$ cat config.mk
export PLATFORM = sky130hd
export DESIGN_NAME = skw_urem_sgt_eval
export DESIGN_NICKNAME = d
export VERILOG_FILES = /design/src/rtl/skw_pkg.sv /design/src/rtl/skw_urem_sgt_eval.sv
export SDC_FILE = /design/constraint.sdc
export NUM_CORES = 1
export LEC_CHECK = 0
export BUFFER_PORTS_ARGS = -buffer_cell sky130_fd_sc_hd__buf_2
export CORE_MARGIN = 10
export CORE_UTILIZATION = 45
export DETAILED_ROUTE_END_ITERATION = 8
export PLACE_DENSITY = 0.67
export SLEW_MARGIN = 20
export SYNTH_ARGS = -nofsm -noshare
export SYNTH_HDL_FRONTEND = slang
export SYNTH_SLANG_ARGS = --single-unit
export TNS_END_PERCENT = 30
$ cat constraint.sdc
create_clock -name vclk -period 6.9
set_input_delay 0.69 -clock vclk [all_inputs]
set_output_delay 0.69 -clock vclk [all_outputs]
set_load 0.02 [all_outputs]
$ cat src/rtl/skw_pkg.sv
// Shared types and helpers for the Skolem witness checker harness.
package skw_pkg;

  localparam int unsigned W     = 4;
  localparam int unsigned N_VEC = 2 ** (2 * W);

  typedef enum logic [2:0] {
    IDLE,
    APPLY,
    SWEEP,
    JUDGE,
    DONE
  } skw_state_t;

  // Signed greater-than on W-bit two's-complement operands.
  function automatic logic sgt(input logic [W-1:0] a, input logic [W-1:0] b);
    return $signed(a) > $signed(b);
  endfunction

endpackage

$ cat src/rtl/skw_urem_sgt_eval.sv
// Combinational ev(x,s,t) = (x urem s) >s t, with x urem 0 = x.
module skw_urem_sgt_eval
  import skw_pkg::*;
(
  input  logic [W-1:0] x,
  input  logic [W-1:0] s,
  input  logic [W-1:0] t,
  output logic         hit
);

  logic [W-1:0] r;

  always_comb begin
    r   = (s == '0) ? x : (x % s);
    hit = sgt(r, t);
  end

endmodule

==> results of run 1 <==
-- area by class of cell --
| type | count | share of cell area |
|---|---|---|
| Tap cell | 15 | 0.02521 |
| Multi-Input combinational cell | 78 | 0.8218 |
| Timing Repair Buffer | 13 | 0.08739 |
| Inverter | 13 | 0.06555 |
-- Yosys cell counts (2+ instances only) --
master	n
nand2_1	7
o31a_1	2
a21oi_1	6
ha_1	15
a31oi_1	2
xnor2_1	2
nor3_1	3
o21a_1	2
nor2_1	5
inv_1	13
o2bb2ai_1	3
o21ai_0	11
-- layer usage --
layer / global-route usage / wire, um / part of all wire / vias up
li1: - / - / - / 369
met1: 0.1220 / 782 / 0.48 / 317
met2: 0.1593 / 745 / 0.46 / 18
met4: 0.003279 / 14 / 0.0086 / 0
met5: 0 / 0 / 0 / -
met3: 0.01073 / 92 / 0.056 / 2
-- stage by stage --
stage                     hold WS [ps]  instances  area, um^2  total power, mW
after CTS                         1902        119       742.0           0.1018
after global placement            1860        119       742.0          0.09840
after global routing              1936        119       744.5           0.1158
after detailed placement          1900        119       742.0           0.1016
after floorplan                   1758         92       669.4          0.07767
final                             1889        119       744.5           0.1022
-- timing repair --
action	CTS	global route
buffers inserted	0	0
endpoints found under the setup margin	0	1
gates resized for setup	0	1
endpoints found under the hold margin	0	0
-- placed cells by master, fill, tap and decap left out, types with 2 or more instances in the layout --
master	netlist	final
nor3_1	3	3
a31oi_1	2	2
o21a_1	2	2
o2bb2ai_1	3	3
xnor2_1	2	2
o31a_1	2	2
nand2_1	7	7
inv_1	13	13
a21oi_1	6	6
nor2_1	5	4
o21ai_0	11	11
buf_2	0	13
ha_1	15	15
-- kinds of logic (layout without fill, tap and decap cells) --
| family | Yosys count | count (layout) | synth area share |
|---|---|---|---|
| adder cells (fa/ha/maj) | 16 | 16 | 0.3103 |
| AND/OR/NAND/NOR | 23 | 23 | 0.1832 |
| XOR/XNOR | 3 | 3 | 0.03926 |
| AO/OA/AOI/OAI | 35 | 35 | 0.3552 |
| multiplexers | 1 | 1 | 0.02242 |
| buffers and inverters | 14 | 26 | 0.08972 |
-- power by group --
part	switching, mW	internal (mW)	total, mW
Sequential	0	0	0
Combinational	0.0571	0.0451	0.102
Clock	0	0	0
Total	0.0571	0.0451	0.102
-- path summary, 6_finish.rpt --
check,cells after the start,endpoint,start
max,27,hit,s[0]
min,5,hit,t[3]
==> out/results.ini, run 1 <==
[worst_setup_path]
critPathSlowestCell=or4b_1
path_delay_family=compound AO/OA/AOI/OAI gates
cp_max_fo=7
required_ps=6210
cp-start-kind=primary input
critical_path.endpoint_type=output port
critPathMaxStageDelay_ps=500
crit_type=in2out
cp_common_cell=ha_1
cp_num_buf_inv=4
cp_data_arrival_time_ps=5800

[sta]
setup_viol=0
finalMaxSlewViolations=0
fin_setup_tns_ps=0
setup_slack_ps=411.5
post-route-period-util=0.9404
finalWorstPathRequiredPeriod_ps=6488
clock.fmax_mhz=154.1
tightestPinTransition_ps=560.2
final_hold_viol_count=0
relSlewSlack=0.6236
rsz0062_at_grt=false

[pwr]
vdd_drop_max_uv=61.23
p_per_area_mw_per_mm2=137.3
p_leak_nw=0.3644

[layout]
final.fill_count=142
syn_to_final_growth_pct=11.21
seq_area_um2=0
num-clock-buffers=0
nNetsFinal=134
diodes=0
multi_input_area_um2=611.8
drive_gt1_frac=0.1923
n_sequential_cell=0
final_core_util=0.5514

[routing]
first_pass_iters=4
routed_wl_mm=1.634
drc_errors=0
wl_per_cell_um=13.73
drtAntennaViolNets=0
drt_iter0_drc=15
num_vias=706
vias_per_cell=5.933

[placement]
dp_hpwl_mm=1.444
io_buffers=13
gp_congestion=0.8382
place_ws_ps=347.0

[run]
maxCapViolations=0

[synth]
yosysSeqAreaShare=0
ys_types=33
synth.top_cell.area_share=0.2804
synth_top_area_cell=ha_1
synth.top_cells.by_area=ha_1 (28%), o21ai_0 (8.2%), inv_1 (7.3%), a21oi_1 (4.5%), nand2_1 (3.9%)
syn_area_um2=669.4
ys_warn_count=0
syn_avg_cell_area_um2=7.276
netlist_instances=92
synth_nets=120

[clock_tree]
postCtsHoldBufs=0

[global_routing]
grt_max_degree=9
grt_remaining_overflow=0
grt.total_usage=0.09146
grt_pass1_vias=652
antenna_found_initial=0
grt_pass1_wl_mm=2.711

[floorplanning]
io_pins=13
die_y_um=58.57
initial_utilization=0.4958
row_count=13
core_mm2=0.001350
die_w_um=58.57
die-area_mm2=0.003430

[run_status]
outcome=finished, final reports clean

[min_path]
hold_path_class=in2out

No activity file was read; power rests on OpenSTA's default activity.
==> run 2: changes to the inputs <==
Settings changed: CELL_PAD_IN_SITES_DETAIL_PLACEMENT set to 0, CELL_PAD_IN_SITES_GLOBAL_PLACEMENT set to 1, CORE_UTILIZATION 45 to 43, PLACE_DENSITY 0.67 to not set, PLACE_DENSITY_LB_ADDON set to 0.1.
Clock period 6.9 ns to 6.3 ns, I/O delays scaled along.
==> out/results.ini, run 2 (synthesis results as in run 1) <==
[run_status]
outcome=finished, final reports clean

[placement]
place_ws_ps=70.58
place_area_um2=758.2
dp_hpwl_mm=1.430
gp_congestion=0.8359
dp_cells=122
io_buffers=13

[pwr]
p_clk_frac=0
p_int_uw=56.43
p_per_area_mw_per_mm2=153.5
p_total_uw=121.0
netSwitchingPower_uw=64.56
combPwrFrac=1.000
vdd_drop_max_uv=61.69
switching_share=0.5336
pwr-share-seq=0
p_leak_nw=0.3828

[sta]
post-route-period-util=0.9481
setup_slack_ps=326.9
clock.fmax_mhz=167.4
setup_viol=0
relSlewSlack=0.6037
tightestPinTransition_ps=590.0
finalWorstPathRequiredPeriod_ps=5973
final_hold_viol_count=0
finalMaxSlewViolations=0

[floorplanning]
row_count=14
die_y_um=59.46
io_pins=13
die-area_mm2=0.003535
initial_utilization=0.4496
die_w_um=59.46
core_mm2=0.001489

[layout]
fin_area_um2=788.3
final.fill_count=164
layout_common_cells=ha_1 (15), inv_1 (13), buf_2 (13)
seq_area_um2=0
num-clock-buffers=0
drive_gt1_frac=0.2500
diodes=0
instances_no_fill=124
nNetsFinal=138
n_sequential_cell=0
syn_to_final_growth_pct=17.76
layout.cells.most_common=ha_1

[global_routing]
antenna_found_initial=0
grt_pass1_wl_mm=2.711
grt_max_degree=9
grt_pass1_vias=635
grt.total_usage=0.08955
grt_remaining_overflow=0

[routing]
m1WireLength_um=764
vias_per_cell=5.677
drt_iter0_drc=16
wl_met2_um=825
wl_per_cell_um=13.30
routed_wl_mm=1.649
first_pass_iters=4
drtAntennaViolNets=0
wl_met3_um=59
highest_layer=met3
drc_errors=0
num_vias=704

[worst_setup_path]
crit_type=in2out
crit_start=s[0]
cp_data_arrival_time_ps=5340
cp-start-kind=primary input
required_ps=5670
cp_max_fo=4
critical_path.endpoint_type=output port

[clock_tree]
postCtsHoldBufs=0

[min_path]
worstHoldEndpoint=hit
hold_start=t[3]
hold_path_class=in2out
hold_path_depth=5

[run]
maxCapViolations=0

[run 2: cell count changes in the layout (fill, tap and decap cells not counted)]
| cell | before | now |
|---|---|---|
| a31oi_2 | 0 | 1 |
| fa_2 | 0 | 1 |
| buf_4 | 0 | 4 |
| o21ai_1 | 0 | 1 |
| a21oi_2 | 0 | 1 |
| o21ai_0 | 11 | 10 |
| fa_1 | 1 | 0 |
| a31oi_1 | 2 | 1 |
| a21oi_1 | 6 | 5 |
[run 2: layer usage]
layer	track usage	vias to the layer above
met5	0	-
met1	0.1193	309
met3	0.004292	0
met4	0	0
li1	-	377
met2	0.1605	18
[run 2: critical path, stage by stage]
cell and delay [ps]:
buf_2 120, inv_1 90, ha_1 180, nor4b_1 130, o2bb2ai_1 190, inv_1 70, ha_1 310, or4b_1 520
a21oi_2 140, a21oi_1 50, ha_1 300, o41ai_1 530, nor2_1 110, ha_1 350, o21ai_1 100, a31oi_2 190
nor2_2 90, buf_4 140, o31a_1 270, ha_1 170, nor2b_1 90, o21ai_0 70, a32oi_1 180, nand2_1 70
o21ai_0 60, buf_2 180
[run 2: what timing repair did]
item,CTS,global route
endpoints found under the setup margin,0,1
gates resized for setup,0,5
setup buffers,0,2
[run 2: cell type report]
cell class	count	area (um^2)	share of cell area
well taps	16	20.02	0.02540
inverters	13	48.80	0.06190
repair buffers	17	95.09	0.1206
multi-input cells	78	624.3	0.7921
[run 2: power by group through the flow]
stage	registers (mW)	logic [mW]	clock network, mW
2_1_floorplan	0	0.0851	0
3_3_place_gp	0	0.113	0
3_5_place_dp	0	0.114	0
4_1_cts	0	0.115	0
5_1_grt	0	0.134	0
6_report	0	0.121	0
[run 2: per-stage QoR]
stage	hold slack (ps)	util	setup TNS, ps
finish	1747	0.5294	0
global route	1780	0.5294	-2.026
CTS	1753	0.5092	0
detailed placement	1750	0.5092	0
global placement	1744	0.5092	0
floorplan	1638	-	0
[run 2: worst max path at each step]
stage,slack (ps),end
4_1_cts,60,hit
3_5_place_dp,70,hit
3_3_place_gp,130,hit
5_1_grt,-2,hit
2_1_floorplan,560,hit
6_report,330,hit
==> run 3: changes to the inputs <==
Settings changed: GPL_ROUTABILITY_DRIVEN set to 0, PLACE_DENSITY_LB_ADDON 0.1 to 0.3.
==> out/results.ini, run 3 (synthesis results as in run 1) <==
[worst_setup_path]
crit_type=in2out
critPathMaxStageDelay_ps=510
cp_common_cell=ha_1
critical_path.endpoint_type=output port
cp_num_buf_inv=5
cp_data_arrival_time_ps=5360
cp_max_fo=4
cp.depth=28
path_delay_family=adder cells
critPathSlowestCell=or4b_1
required_ps=5670
cp-start-kind=primary input

[min_path]
worstHoldEndpoint=hit
hold_path_depth=5
hold_path_class=in2out
hold_start=t[3]

[routing]
drc_errors=0
num_vias=722
first_pass_iters=4
vias_per_cell=5.685
drtAntennaViolNets=0
routed_wl_mm=1.618
drt_iter0_drc=8
wl_per_cell_um=12.74

[global_routing]
grt_pass1_vias=677
grt_pass1_wl_mm=2.829
grt_remaining_overflow=0
grt_max_degree=9
antenna_found_initial=0
grt.total_usage=0.09300

[placement]
io_buffers=13
place_area_um2=773.2
dp_hpwl_mm=1.435
dp_cells=124

[run_status]
outcome=finished, final reports clean

[floorplanning]
initial_utilization=0.4496
row_count=14
die_y_um=59.46
io_pins=13
die-area_mm2=0.003535
die_w_um=59.46
core_mm2=0.001489

[pwr]
combPwrFrac=1.000
p_total_uw=122.5
pwr-share-seq=0
p_int_uw=58.32
vdd_drop_max_uv=79.03
netSwitchingPower_uw=64.18
switching_share=0.5239
p_per_area_mw_per_mm2=152.3
p_clk_frac=0
p_leak_nw=0.3990

[run]
maxCapViolations=0

[layout]
diodes=0
seq_area_um2=0
layout_common_cells=ha_1 (15), buf_2 (13), inv_1 (12)
num-clock-buffers=0
nNetsFinal=141
fin_area_um2=804.5
n_sequential_cell=0
layout.cells.most_common=ha_1
instances_no_fill=127
drive_gt1_frac=0.2613
syn_to_final_growth_pct=20.19

[sta]
tightestPinTransition_ps=529.3
setup_viol=0
clock.fmax_mhz=166.9
post-route-period-util=0.9510
relSlewSlack=0.6444
finalWorstPathRequiredPeriod_ps=5992
finalMaxSlewViolations=0
fin_setup_tns_ps=0
final_hold_viol_count=0
rsz0062_at_grt=false

==> run 3: cell types whose count changed in the layout (fill, tap and decap cells not counted) <==
cell,delta
a21oi_2,-1
fa_2,-1
inv_1,-1
buf_4,+3
fa_1,+1
inv_2,+1
a21oi_1,+1
==> run 3: worst max path at each step <==
stage	from	to
after floorplan	s[0]	hit
after global placement	s[0]	hit
after detailed placement	s[0]	hit
after CTS	s[0]	hit
after global routing	s[0]	hit
final	s[0]	hit
==> run 3: area by class of cell <==
type | instances | area (um^2)
multi-input cells | 78 | 618.1
fillers | 148 | 684.4
inverters | 13 | 48.80
repair buffers | 20 | 117.6
well taps | 16 | 20.02
==> run 3: layer usage <==
metal | wire, um | global-route usage
met5 | 0 | 0
met4 | 0 | 0
met3 | 33 | 0.004292
met2 | 834 | 0.1738
met1 | 750 | 0.1183
==> run 3: through the flow <==
step | hold WS, ps | setup WS [ps] | util
after CTS | 1760 | 130.8 | 0.5193
after global placement | 1743 | 211.5 | 0.5193
after detailed placement | 1756 | 141.1 | 0.5193
after floorplan | 1638 | 564.9 | -
after global routing | 1791 | 0.1377 | 0.5403
final | 1748 | 308.4 | 0.5403
==> run 3: power groups by stage <==
| stage | Combinational [mW] | Clock [mW] | Sequential, mW |
|---|---|---|---|
| 6_report | 0.122 | 0 | 0 |
| 5_1_grt | 0.138 | 0 | 0 |
| 4_1_cts | 0.118 | 0 | 0 |
| 3_5_place_dp | 0.117 | 0 | 0 |
| 3_3_place_gp | 0.114 | 0 | 0 |
| 2_1_floorplan | 0.0851 | 0 | 0 |
==> run 3: timing repair <==
item	CTS	global route
endpoints found under the setup margin	0	1
resized for setup	0	4
buffers inserted	0	3
hold buffers	0	0
